--- src/rtl/seg_pipe_stage.sv ---
// Pipeline segment register between CPU stages: valid/ready handshake with a
// 2-entry skid buffer, stall/flush controls and saturating hazard counters.
module seg_pipe_stage #(
    parameter int unsigned    DW        = 32,
    parameter logic [DW-1:0]  FLUSH_VAL = '0,
    parameter int unsigned    CNT_W     = 16
) (
    input  logic             clk,
    input  logic             rst,
    input  logic             flush,
    input  logic             stall,
    input  logic             in_valid,
    output logic             in_ready,
    input  logic [DW-1:0]    in_data,
    output logic             out_valid,
    input  logic             out_ready,
    output logic [DW-1:0]    out_data,
    output logic [1:0]       occupancy,
    output logic [CNT_W-1:0] stall_cnt,
    output logic [CNT_W-1:0] flush_cnt,
    output logic [CNT_W-1:0] drop_cnt
);

    // State encoding doubles as the occupancy count.
    typedef enum logic [1:0] {
        EMPTY = 2'd0,
        ONE   = 2'd1,
        FULL  = 2'd2
    } state_t;

    state_t          state;
    logic [DW-1:0]   main_q;
    logic [DW-1:0]   skid_q;
    logic            push;
    logic            pop;

    // Saturating add of a small increment (0..2) onto a counter.
    function automatic logic [CNT_W-1:0] sat_add(input logic [CNT_W-1:0] a,
                                                 input logic [1:0]       b);
        logic [CNT_W:0] s;
        s = {1'b0, a} + (CNT_W + 1)'(b);
        if (s[CNT_W]) begin
            return '1;
        end
        return s[CNT_W-1:0];
    endfunction

    // Handshake readiness depends only on state, stall and flush (never on out_ready).
    always_comb begin
        in_ready  = (state != FULL) && !stall && !flush;
        out_valid = (state != EMPTY) && !stall && !flush;
        push      = in_valid && in_ready;
        pop       = out_valid && out_ready;
    end

    assign out_data  = main_q;
    assign occupancy = 2'(state);

    // Storage, state and counters; priority rst > flush > stall > handshake.
    always_ff @(posedge clk) begin
        if (rst) begin
            state     <= EMPTY;
            main_q    <= FLUSH_VAL;
            skid_q    <= FLUSH_VAL;
            stall_cnt <= '0;
            flush_cnt <= '0;
            drop_cnt  <= '0;
        end else if (flush) begin
            state     <= EMPTY;
            main_q    <= FLUSH_VAL;
            skid_q    <= FLUSH_VAL;
            flush_cnt <= sat_add(flush_cnt, 2'd1);
            drop_cnt  <= sat_add(drop_cnt, 2'(state));
        end else if (stall) begin
            stall_cnt <= sat_add(stall_cnt, 2'd1);
        end else begin
            case (state)
                EMPTY: begin
                    if (push) begin
                        main_q <= in_data;
                        state  <= ONE;
                    end
                end
                ONE: begin
                    if (push && pop) begin
                        main_q <= in_data;
                    end else if (push) begin
                        skid_q <= in_data;
                        state  <= FULL;
                    end else if (pop) begin
                        state  <= EMPTY;
                    end
                end
                FULL: begin
                    // Skid entry moves up behind the departing main entry.
                    if (pop) begin
                        main_q <= skid_q;
                        state  <= ONE;
                    end
                end
                default: begin
                    state <= EMPTY;
                end
            endcase
        end
    end

endmodule

--- config.mk ---
export PLATFORM = sky130hd
export DESIGN_NAME = seg_pipe_stage
export DESIGN_NICKNAME = d
export VERILOG_FILES = /design/src/rtl/seg_pipe_stage.sv
export SDC_FILE = /design/constraint.sdc
export NUM_CORES = 1
export LEC_CHECK = 0
export BUFFER_PORTS_ARGS = -buffer_cell sky130_fd_sc_hd__buf_2
export CAP_MARGIN = 5
export CORE_ASPECT_RATIO = 0.8
export CORE_UTILIZATION = 30
export CTS_CLUSTER_SIZE = 25
export DETAILED_ROUTE_END_ITERATION = 6
export PLACE_DENSITY = 0.61
export SLEW_MARGIN = 0
export SYNTH_ARGS = -nofsm -noshare
export SYNTH_HDL_FRONTEND = slang
export SYNTH_SLANG_ARGS = --single-unit
--- constraint.sdc ---
create_clock -name clk -period 4.6 [get_ports clk]
set_input_delay 0.92 -clock clk [delete_from_list [all_inputs] [get_ports clk]]
set_output_delay 0.92 -clock clk [all_outputs]
set_load 0.02 [all_outputs]
==> impl_metrics.toml <==
[route]
num_vias = 4589
drt_iter0_markers = 258
first_pass_iters = 4
vias_per_cell = 5.01
wl_per_cell_um = 14.6
antenna_left = 0
drcViolationCount = 0
routed_wl_um = 13400

[setup_path]
required_ns = 3.68
crit_path_end_kind = "output pin"
cpMostUsedCell = "buf_2"
worstRegToRegCells = 6
path_class = "input port to output pin"
critPathLaunchType = "input port"
critPathMaxStageDelay_ns = 0.25
cp_max_fo = 18
path_cells = "buf_2, nor2_2, and2_1, buf_2"
r2r-start = "occupancy[0]$_SDFFE_PP0P_"
reg2reg_to = "drop_cnt[13]$_SDFFE_PP0P_"
cp_slowest_cell = "nor2_2"
reg2reg_slack_ns = 2.07
cp.arrival_ns = 1.75

[power]
switching_share = 0.224
power_w = 0.00253
clkPwrFrac = 0.551
p_seq_frac = 0.399
p_switching_w = 0.000566
peakVddDrop_mv = 0.241
p_per_area_nw_per_um2 = 392
p_leak_nw = 2.66
p_comb_frac = 0.050
p_int_w = 0.00196

[placed_design]
dp_hpwl_um = 9120
routabilityCongestion = 0.767
port_buffers = 121

[synth]
ys_ff_latch = 114
netlist_area_um2 = 5030
async_flop_share = 0
synth_flop_cell = "dfxtp_1"
yosysSeqAreaShare = 0.454
synth_fp_nets = 619
synth.distinct_cells = 52
synth_edf_count = 0
synth_area_per_cell_um2 = 8.73
synth_cells = 576
synth.yosys.warnings = 0

[floorplanning]
die_h_um = 118
start_util = 0.313
placementRows = 41
die-area_um2 = 17300
core_area_um2 = 16100
io_pins = 122
die_w_um = 147

[clock_network]
cts_buffers = 17
clk_latency_ns = 0.42
hold_buffers = 0
ctsLongestPathBuffers = 2
root_buffer = "clkbuf_16"
post_cts_resize_count = 0
clk_pin_slew_worst_paths_ns = 0.05
cts_setup_buffers = 0
tritoncts = "yes"
cts_sinks = 114
cts_htree_levels = 4

[timing]
max_freq_mhz = 374
final.setup.tns_ns = 0
relSlewSlack = 0.364
layout_min_cycle_time_ns = 2.67
grt_setup_unrepaired = "false"
hold_ws_ns = 0.451
worstMarginPinSlew_ns = 0.953
skew_ns = 0.00739
hold_viol_final = 0
finalMaxSlewViolations = 0
finalCritPeriodShare = 0.581
setup_viol = 0

[global_route]
grt_pass1_vias = 4191
grt_max_degree = 50
antenna_found_initial = 1
grt_pass1_wl_um = 22000
grt_use_total = 0.160
grt.overflow.total = 0

[final_layout]
n_fill_cell = 1653
final_common_cell = "buf_2"
mostFrequentLayoutCells = "121 x buf_2, 114 x dfxtp_1, 96 x a21oi_1"
fin_nets = 730
drive_gt1_frac = 0.246
area_growth_pct = 28.1

[worst_hold_path]
hold_path_class = "flop to flop"
whs_path_depth = 2
holdCritStartpoint = "skid_q[11]$_SDFFE_PP0P_"
min_to = "skid_q[11]$_SDFFE_PP0P_"

[outcome]
status = "completed"

[job]
cap_violations = 0
==> through the flow <==
step | cell area (um^2) | setup WS [ns] | std cells | util
6_report | 6440 | 1.93 | 916 | 0.401
2_1_floorplan | 5030 | 1.72 | 576 | -
4_1_cts | 6440 | 1.90 | 915 | 0.401
3_5_place_dp | 5810 | 1.83 | 883 | 0.362
5_1_grt | 6440 | 1.81 | 915 | 0.401
3_3_place_gp | 5810 | 1.89 | 883 | 0.362
==> cell type report <==
type                    count  area [um^2]  area share
multi-input cells         410         2530       0.393
flip-flops and latches    114         2280       0.354
repair buffers            131          681       0.106
clock buffers              19          443      0.0688
well taps                 215          269      0.0418
clock inverters            13          185      0.0287
inverters                  13         48.8     0.00757
diodes                      1         2.50    0.000388
==> cell usage after synthesis, drive strengths merged (2+ instances only) <==
master	count	share of area
nor2b	3	0.0037
nand3	11	0.011
ha	4	0.0099
dfxtp	114	0.45
or3	7	0.0099
a31oi	10	0.012
o21bai	2	0.0030
a21oi	96	0.095
nand4	12	0.016
xnor2	12	0.021
a41oi	4	0.0070
inv	13	0.0097
nor4	6	0.0075
a211oi	40	0.060
or4b	2	0.0047
nor2	20	0.015
a311oi	5	0.0087
and4	6	0.010
xor2	10	0.017
clkbuf	24	0.018
nand2b	2	0.0025
and2	5	0.0062
mux2i	33	0.066
nor3	14	0.014
buf	14	0.016
nand2	80	0.060
and3	3	0.0037
o21ai	8	0.0080
==> power groups by stage <==
stage               clock network [W]  logic [W]  registers (W)
CTS                           0.00142   0.000128        0.00101
detailed placement                  0   0.000128        0.00103
global placement                    0   0.000127        0.00103
floorplan                           0  0.0000650        0.00104
finish                        0.00139   0.000127        0.00101
global route                  0.00147   0.000140        0.00101
==> critical path, delay by kind of cell <==
| kind | cells | cell delay, ns |
|---|---|---|
| buf+inv | 2 | 0.38 |
| simple gates | 2 | 0.44 |
==> flip-flops by register name, indices dropped and copies added, names as in the netlist <==
register,cells
drop_cnt,16
flush_cnt,16
occupancy,2
out_data,32
skid_q,32
stall_cnt,16
==> routing by layer <==
| layer | wire (um) | vias up | global-route usage |
|---|---|---|---|
| li1 | - | 2322 | - |
| met1 | 6840 | 2142 | 0.220 |
| met2 | 5700 | 104 | 0.229 |
| met3 | 653 | 21 | 0.0535 |
| met4 | 207 | 0 | 0.0579 |
| met5 | 0 | - | 0 |
==> worst max path at each step <==
| stage | end | slack, ns | from | depth (start not counted) |
|---|---|---|---|---|
| final | in_ready | 1.93 | flush | 4 |
| after global routing | in_ready | 1.81 | occupancy[0]$_SDFFE_PP0P_ | 3 |
| after CTS | in_ready | 1.90 | flush | 4 |
| after detailed placement | out_data[12]$_SDFFE_PP0P_ | 1.83 | flush | 6 |
| after global placement | out_data[9]$_SDFFE_PP0P_ | 1.89 | flush | 6 |
| after floorplan | in_ready | 1.72 | stall | 4 |
==> logic make-up (layout without fill, tap and decap cells) <==
group | Yosys count | in the layout | share of synthesized area
flip-flops | 114 | 114 | 0.454
adder cells (fa/ha/maj) | 5 | 5 | 0.0139
buffers and inverters | 52 | 176 | 0.0455
AO/OA/AOI/OAI | 171 | 171 | 0.204
AND/OR/NAND/NOR | 179 | 179 | 0.179
multiplexers | 33 | 33 | 0.0657
other | 0 | 1 | 0
XOR/XNOR | 22 | 22 | 0.0383
No activity file was read; power rests on OpenSTA's default activity.
